[src/rtl/hazard_ctrl_pkg.sv]
`default_nettype none
// +------------------------------------------------------------------+
// | hazard_ctrl_pkg : shared encodings for the pipeline hazard control |
// | Revision 1.0                                                       |
// +------------------------------------------------------------------+
package hazard_ctrl_pkg;

  localparam logic [2:0] PCSRC_SEQ = 3'b000;
  localparam logic [2:0] PCSRC_BR  = 3'b001;
  localparam logic [2:0] PCSRC_J   = 3'b010;
  localparam logic [2:0] PCSRC_JR  = 3'b011;

  localparam logic [4:0] REG_ZERO = 5'd0;

  typedef enum logic [1:0] {
    ST_IDLE   = 2'd0,
    ST_STALL  = 2'd1,
    ST_FREEZE = 2'd2
  } state_t;

endpackage
`default_nettype wire

[src/rtl/hazard_detect.sv]
`default_nettype none
// +------------------------------------------------------------------+
// | hazard_detect : stall-need and flush-request decode for the ID stage |
// | Revision 1.0                                                       |
// +------------------------------------------------------------------+
module hazard_detect
  import hazard_ctrl_pkg::*;
(
  input  logic [4:0] ifid_rs,
  input  logic [4:0] ifid_rt,
  input  logic       ifid_usert,
  input  logic [2:0] ifid_pcsrc,
  input  logic       branch_taken,
  input  logic       idex_memrd,
  input  logic       idex_regwr,
  input  logic [4:0] idex_wraddr,
  input  logic       exmem_memrd,
  input  logic [4:0] exmem_wraddr,
  output logic [1:0] need,
  output logic       flush_req
);

  logic is_br;
  logic use_rt;
  logic idex_hit;
  logic exmem_hit;

  assign is_br  = (ifid_pcsrc == PCSRC_BR) || (ifid_pcsrc == PCSRC_JR);
  // jr only reads rs, whatever the rt field happens to hold
  assign use_rt = ifid_usert && (ifid_pcsrc != PCSRC_JR);

  assign idex_hit  = (idex_wraddr != REG_ZERO) &&
                     ((idex_wraddr == ifid_rs) || (use_rt && (idex_wraddr == ifid_rt)));
  assign exmem_hit = (exmem_wraddr != REG_ZERO) &&
                     ((exmem_wraddr == ifid_rs) || (use_rt && (exmem_wraddr == ifid_rt)));

  always_comb begin
    need = 2'd0;
    if (is_br && idex_memrd && idex_hit)
      need = 2'd2;
    else if (idex_memrd && idex_hit)
      need = 2'd1;
    else if (is_br && idex_regwr && idex_hit)
      need = 2'd1;
    else if (is_br && exmem_memrd && exmem_hit)
      need = 2'd1;
  end

  assign flush_req = ((ifid_pcsrc == PCSRC_BR) && branch_taken) ||
                     (ifid_pcsrc == PCSRC_JR) || (ifid_pcsrc == PCSRC_J);

endmodule
`default_nettype wire

[src/rtl/hazard_ctrl.sv]
`default_nettype none
// +------------------------------------------------------------------+
// | hazard_ctrl : stall / flush / freeze controller, 5-stage pipeline  |
// | Revision 1.0                                                       |
// +------------------------------------------------------------------+
module hazard_ctrl
  import hazard_ctrl_pkg::*;
#(
  parameter int CNT_W = 32
) (
  input  logic             clk,
  input  logic             reset,
  input  logic [4:0]       IFID_rs,
  input  logic [4:0]       IFID_rt,
  input  logic             IFID_usert,
  input  logic [2:0]       IFID_pcsrc,
  input  logic             branch_taken,
  input  logic             IDEX_memrd,
  input  logic             IDEX_regwr,
  input  logic [4:0]       IDEX_wraddr,
  input  logic             EXMEM_memrd,
  input  logic [4:0]       EXMEM_wraddr,
  input  logic             mem_busy,
  output logic             pc_write,
  output logic             ifid_write,
  output logic             idex_bubble,
  output logic             ifid_flush,
  output logic             freeze,
  output logic [CNT_W-1:0] stall_count
);

  localparam logic [CNT_W-1:0] CNT_ONE = {{(CNT_W-1){1'b0}}, 1'b1};

  state_t     state;
  state_t     state_nx;
  state_t     eff_state;
  logic [1:0] remain;
  logic [1:0] remain_nx;
  logic [1:0] need;
  logic       flush_req;

  hazard_detect u_detect (
    .ifid_rs      (IFID_rs),
    .ifid_rt      (IFID_rt),
    .ifid_usert   (IFID_usert),
    .ifid_pcsrc   (IFID_pcsrc),
    .branch_taken (branch_taken),
    .idex_memrd   (IDEX_memrd),
    .idex_regwr   (IDEX_regwr),
    .idex_wraddr  (IDEX_wraddr),
    .exmem_memrd  (EXMEM_memrd),
    .exmem_wraddr (EXMEM_wraddr),
    .need         (need),
    .flush_req    (flush_req)
  );

  always_ff @(posedge clk or posedge reset) begin
    if (reset) begin
      state  <= ST_IDLE;
      remain <= 2'd0;
    end else begin
      state  <= state_nx;
      remain <= remain_nx;
    end
  end

  // Once memory releases, the FREEZE cycle already acts as the resumed
  // state so no dead cycle is inserted between freeze and the pipeline.
  always_comb begin
    eff_state = state;
    if ((state == ST_FREEZE) && !mem_busy)
      eff_state = (remain != 2'd0) ? ST_STALL : ST_IDLE;
  end

  always_comb begin
    state_nx  = state;
    remain_nx = remain;
    if (mem_busy) begin
      state_nx = ST_FREEZE;
    end else begin
      case (eff_state)
        ST_IDLE: begin
          state_nx = ST_IDLE;
          if (need != 2'd0) begin
            remain_nx = need - 2'd1;
            state_nx  = (need > 2'd1) ? ST_STALL : ST_IDLE;
          end
        end
        ST_STALL: begin
          remain_nx = (remain != 2'd0) ? remain - 2'd1 : 2'd0;
          state_nx  = (remain > 2'd1) ? ST_STALL : ST_IDLE;
        end
        default: state_nx = ST_IDLE;
      endcase
    end
  end

  always_comb begin
    pc_write    = 1'b0;
    ifid_write  = 1'b0;
    idex_bubble = 1'b0;
    ifid_flush  = 1'b0;
    freeze      = 1'b0;
    if (reset) begin
      idex_bubble = 1'b1;
      ifid_flush  = 1'b1;
    end else if (mem_busy) begin
      freeze = 1'b1;
    end else begin
      case (eff_state)
        ST_IDLE: begin
          if (need != 2'd0) begin
            idex_bubble = 1'b1;
          end else begin
            pc_write   = 1'b1;
            ifid_write = 1'b1;
            ifid_flush = flush_req;
          end
        end
        ST_STALL: idex_bubble = 1'b1;
        default: ;
      endcase
    end
  end

  always_ff @(posedge clk or posedge reset) begin
    if (reset)
      stall_count <= '0;
    else if (idex_bubble && (stall_count != {CNT_W{1'b1}}))
      stall_count <= stall_count + CNT_ONE;
  end

endmodule
`default_nettype wire

[config.mk]
export PLATFORM = sky130hd
export DESIGN_NAME = hazard_ctrl
export DESIGN_NICKNAME = d
export VERILOG_FILES = /design/src/rtl/hazard_ctrl_pkg.sv /design/src/rtl/hazard_detect.sv /design/src/rtl/hazard_ctrl.sv
export SDC_FILE = /design/constraint.sdc
export NUM_CORES = 1
export LEC_CHECK = 0
export ABC_CLOCK_PERIOD_IN_PS = 8240
export CELL_PAD_IN_SITES_DETAIL_PLACEMENT = 0
export CELL_PAD_IN_SITES_GLOBAL_PLACEMENT = 1
export CORE_UTILIZATION = 38
export DETAILED_ROUTE_END_ITERATION = 10
export PLACE_DENSITY_LB_ADDON = 0.1
export SLEW_MARGIN = 0
export SYNTH_ARGS = -nofsm -noshare
export SYNTH_HDL_FRONTEND = slang
export SYNTH_HIERARCHICAL = 1
export SYNTH_SLANG_ARGS = --single-unit
[constraint.sdc]
create_clock -name clk -period 8.24 [get_ports clk]
set_input_delay 2.472 -clock clk [delete_from_list [all_inputs] [get_ports clk]]
set_output_delay 2.472 -clock clk [all_outputs]
set_load 0.02 [all_outputs]
==> flow_results.org <==
** Synthesis
- Top cells by area, synth :: dfrtp_1, xnor2_1, xor2_1
- Mapped Nets :: 247
- After synthesis the netlist holds a flip-flop and latch count of 36.
- For this run, the leading register cell type out of synthesis is dfrtp_1.
- Yosys mapped a number of flops with a built-in enable equal to 0.
- Top-area cell type share of the netlist area :: 41.3%
- Syn_area_per_cell :: 10.3 µm²
- Most frequent cells after synthesis :: dfrtp_1, xnor2_1, xor2_1
- Number of warnings reported in the yosys synthesis log :: 6
- After technology mapping, the gate count stands at 213.
- Register area share after synthesis :: 41.3%
- Library cell with the largest summed area after synthesis :: dfrtp_1
- For this run, asynchronously set or reset flops after synthesis account for 100%.
- Summing every instance area after synthesis gives 2180 µm².
- After synthesis, the netlist uses 43 different library cells.
- Yosys instantiated no cell more often than dfrtp_1.

** Timing
- Tightest hold margin :: 0.498 ns
- The number of failing hold endpoints at the final stage was 0.
- # setup viols final :: 0
- Max-Slew Margin vs Limit :: 66.6%
- Transition at the pin with the smallest max-transition slack :: 0.496 ns
- The number of pins with negative max-slew slack in the final report came to 0.
- Setup repair after global routing left no endpoint under its margin.
- Setup slack on the critical path of the routed design comes to 0.465 ns.
- Final Critical Period :: 7.78 ns
- The worst path uses 94.4% of the clock period.
- Timing would allow up to 129 MHz.
- Adding up every negative setup slack in the final design gives 0 ns.
- Maximum clock skew at final layout :: 0.00537 ns

** Hold path
- Counting instances, the worst hold path has a depth of 1.
- In this run the worst hold path is classified as flip-flop to flip-flop.
- Worst Hold Path EP :: stall_count[7]
- In this run the most critical hold path is launched from stall_count[7].

** Worst setup path
- Signal arrival time at the worst endpoint :: 5.30 ns
- STA classifies the critical path endpoint as an output pin.
- Total buffers and inverters traversed by the critical path :: 3
- The signal on the critical path passes through clkdlybuf4s50_1, or4_4, o211ai_2, a21oi_2, o21ba_1, inv_1, ha_1, nor3b_1, a221oi_4, clkdlybuf4s50_1.
- Internal reg-to-reg setup slack :: 6.17 ns
- On the critical path the largest part of the delay comes from buffers and inverters.
- Slowest-stage cell, CP :: clkdlybuf4s50_1
- Along the worst path, the maximum fanout reaches 3.
- Data required time at the worst endpoint :: 5.77 ns
- The worst setup path is of the input pin to output pin kind.
- Most used cell, CP :: clkdlybuf4s50_1
- In this run the critical register-to-register path is captured at stall_count[22].
- The worst register-to-register path begins at state[0].
- STA classifies the critical path startpoint as an input pin.
- Slowest cell delay on critical path :: 0.64 ns
- Measured in cells, the most critical reg-to-reg path has a length of 6.

** Job
- Max-cap violations in this run came to 0.

** Global routing
- The via count of the first global-routing pass was 1810.
- Summed over all layers, the global routing overflow is 0.
- Global-route wire length before repair :: 8.78 mm
- Pin count of the biggest net entering global routing :: 38
- The number of antenna violations at the first check in global routing was 0.
- For this run, the total global-route usage over all layers was measured as 18.3%.

** Drt
- After detailed routing, the average wire length per cell comes to 14.3 µm.
- The detailed router finished its first iteration with 42 violations.
- Signal routing reaches up to met4.
- The first detailed-routing pass ran for 4 iterations.
- Vias per Instance :: 5.16
- Wire length reported by the detailed router :: 5.13 mm
- DR WL met3 :: 261 µm
- In the final routing, the length of wire on met1 measures 2.49 mm.
- DRC errors left :: 0
- Final ANT Viol Nets :: 0
- Via count of the routed design :: 1848
- Met2 routed wirelength :: 2.30 mm

** Clock tree
- Hold-fix buffer count after cts :: 0
- Reg clk slew, reported paths :: 0.07 ns
- Post-CTS repair changed the size of 0 cells.
- CTS tree :: built
- The longest clock path from root to sink contains 2 buffers.
- The tree is rooted in a clkbuf_8.
- Clock latency of the later-clocked register in the worst-skew pair :: 0.29 ns
- CTS sink cnt :: 36
- Post-CTS setup buffers :: 0
- CTS H-tree lvls :: 2
- Number of CTS-inserted buffers :: 5

** Placement
- The placed instances occupy a cell area of 2930 µm².
- After legalization and detailed placement, the total HPWL measured 3.75 mm.
- Gpl congestion :: 0.838
- During placement, the flow inserted port buffers numbering 67.
- Before CTS, the worst setup slack after placement is 0.442 ns.

** Final layout
- Fin nets :: 320
- The number of antenna diodes in the final layout is 0.
- Area growth from synthesis to final layout :: 38.6%
- Cells with a size suffix above 1 make up 8.74% of the layout.
- Cell area after layout :: 3030 µm²

** Die
- IO Count :: 68
- In this run the horizontal extent of the chip is 77.8 µm.
- Area of the die :: 6050 µm²
- The initial utilization of the core area, before any placement, comes to 39.7%.
- Die Ht :: 77.8 µm
- Std cell rows :: 27
- Core area :: 5510 µm²

** Pwr
- Cell Pwr Density :: 175 nW/µm²
- Highest ir drop seen on vdd :: 0.000172 V
- Overall Power :: 0.000530 W
- For this design the static power due to leakage is 1.25 nW.

** Run status
- The flow ran to the end, and the final reports show no timing, DRC or antenna violations.
-- through the flow --
step	cells	util, %
3_3_place_gp	351	53.2
4_1_cts	358	54.9
2_1_floorplan	213	-
3_5_place_dp	351	53.2
5_1_grt	358	54.9
6_report	358	54.9
-- cell families (layout without fill, tap and decap cells) --
logic type               after synthesis  in the layout  synth area share (%)
XOR/XNOR                              52             52                  20.9
flip-flops                            36             36                  41.3
adder cells (fa/ha/maj)                3              3                  1.72
AND/OR/NAND/NOR                       86             86                  23.5
buffers and inverters                 14             87                  3.27
multiplexers                           2              2                  1.03
AO/OA/AOI/OAI                         20             20                  8.37
-- placed cells by master (no fill, tap or decap), types with 4 or more instances in the layout --
cell and instances:
xnor2_1 27, a21oi_1 5, xor2_1 25, inv_1 11, nor4_1 7, nor2_1 13, nor3_1 8, nand3_1 8
clkbuf_8 7, nand4_1 16, nand2_1 12, clkdlybuf4s50_1 67, dfrtp_1 36, o21ai_0 4
-- per-layer routing --
metal  vias up  global-route usage, %
li1        901                      -
met5         -                      0
met2        45                   28.2
met4         0                   6.42
met3         9                   4.35
met1       893                   25.0
-- cell type report --
type | instances | area [µm²]
flip-flops and latches | 36 | 901
multi-input cells | 163 | 1210
inverters | 11 | 41.3
well taps | 72 | 90.1
clock buffers | 7 | 96.3
fillers | 485 | 2480
repair buffers | 69 | 686
-- report_power, final --
group	switching, W	leakage (nW)	internal (W)
logic	0.0000769	0.748	0.0000849
clock network	0.0000616	0.0503	0.0000745
registers	0.0000318	0.456	0.000200
total	0.000170	1.25	0.000359
-- worst max-delay path by stage --
stage | endpoint | startpoint | cells past startpoint
2_1_floorplan | pc_write | IDEX_wraddr[1] | 9
3_3_place_gp | idex_bubble | IDEX_wraddr[1] | 10
3_5_place_dp | idex_bubble | IDEX_wraddr[1] | 10
4_1_cts | idex_bubble | IDEX_wraddr[1] | 10
5_1_grt | ifid_flush | IDEX_wraddr[1] | 10
6_report | idex_bubble | IDEX_wraddr[1] | 10
-- registers in the layout, summed over array words and instances (netlist names) --
register	cells
remain	2
stall_count	32
state	2
Power figures use the tool's default switching activity.
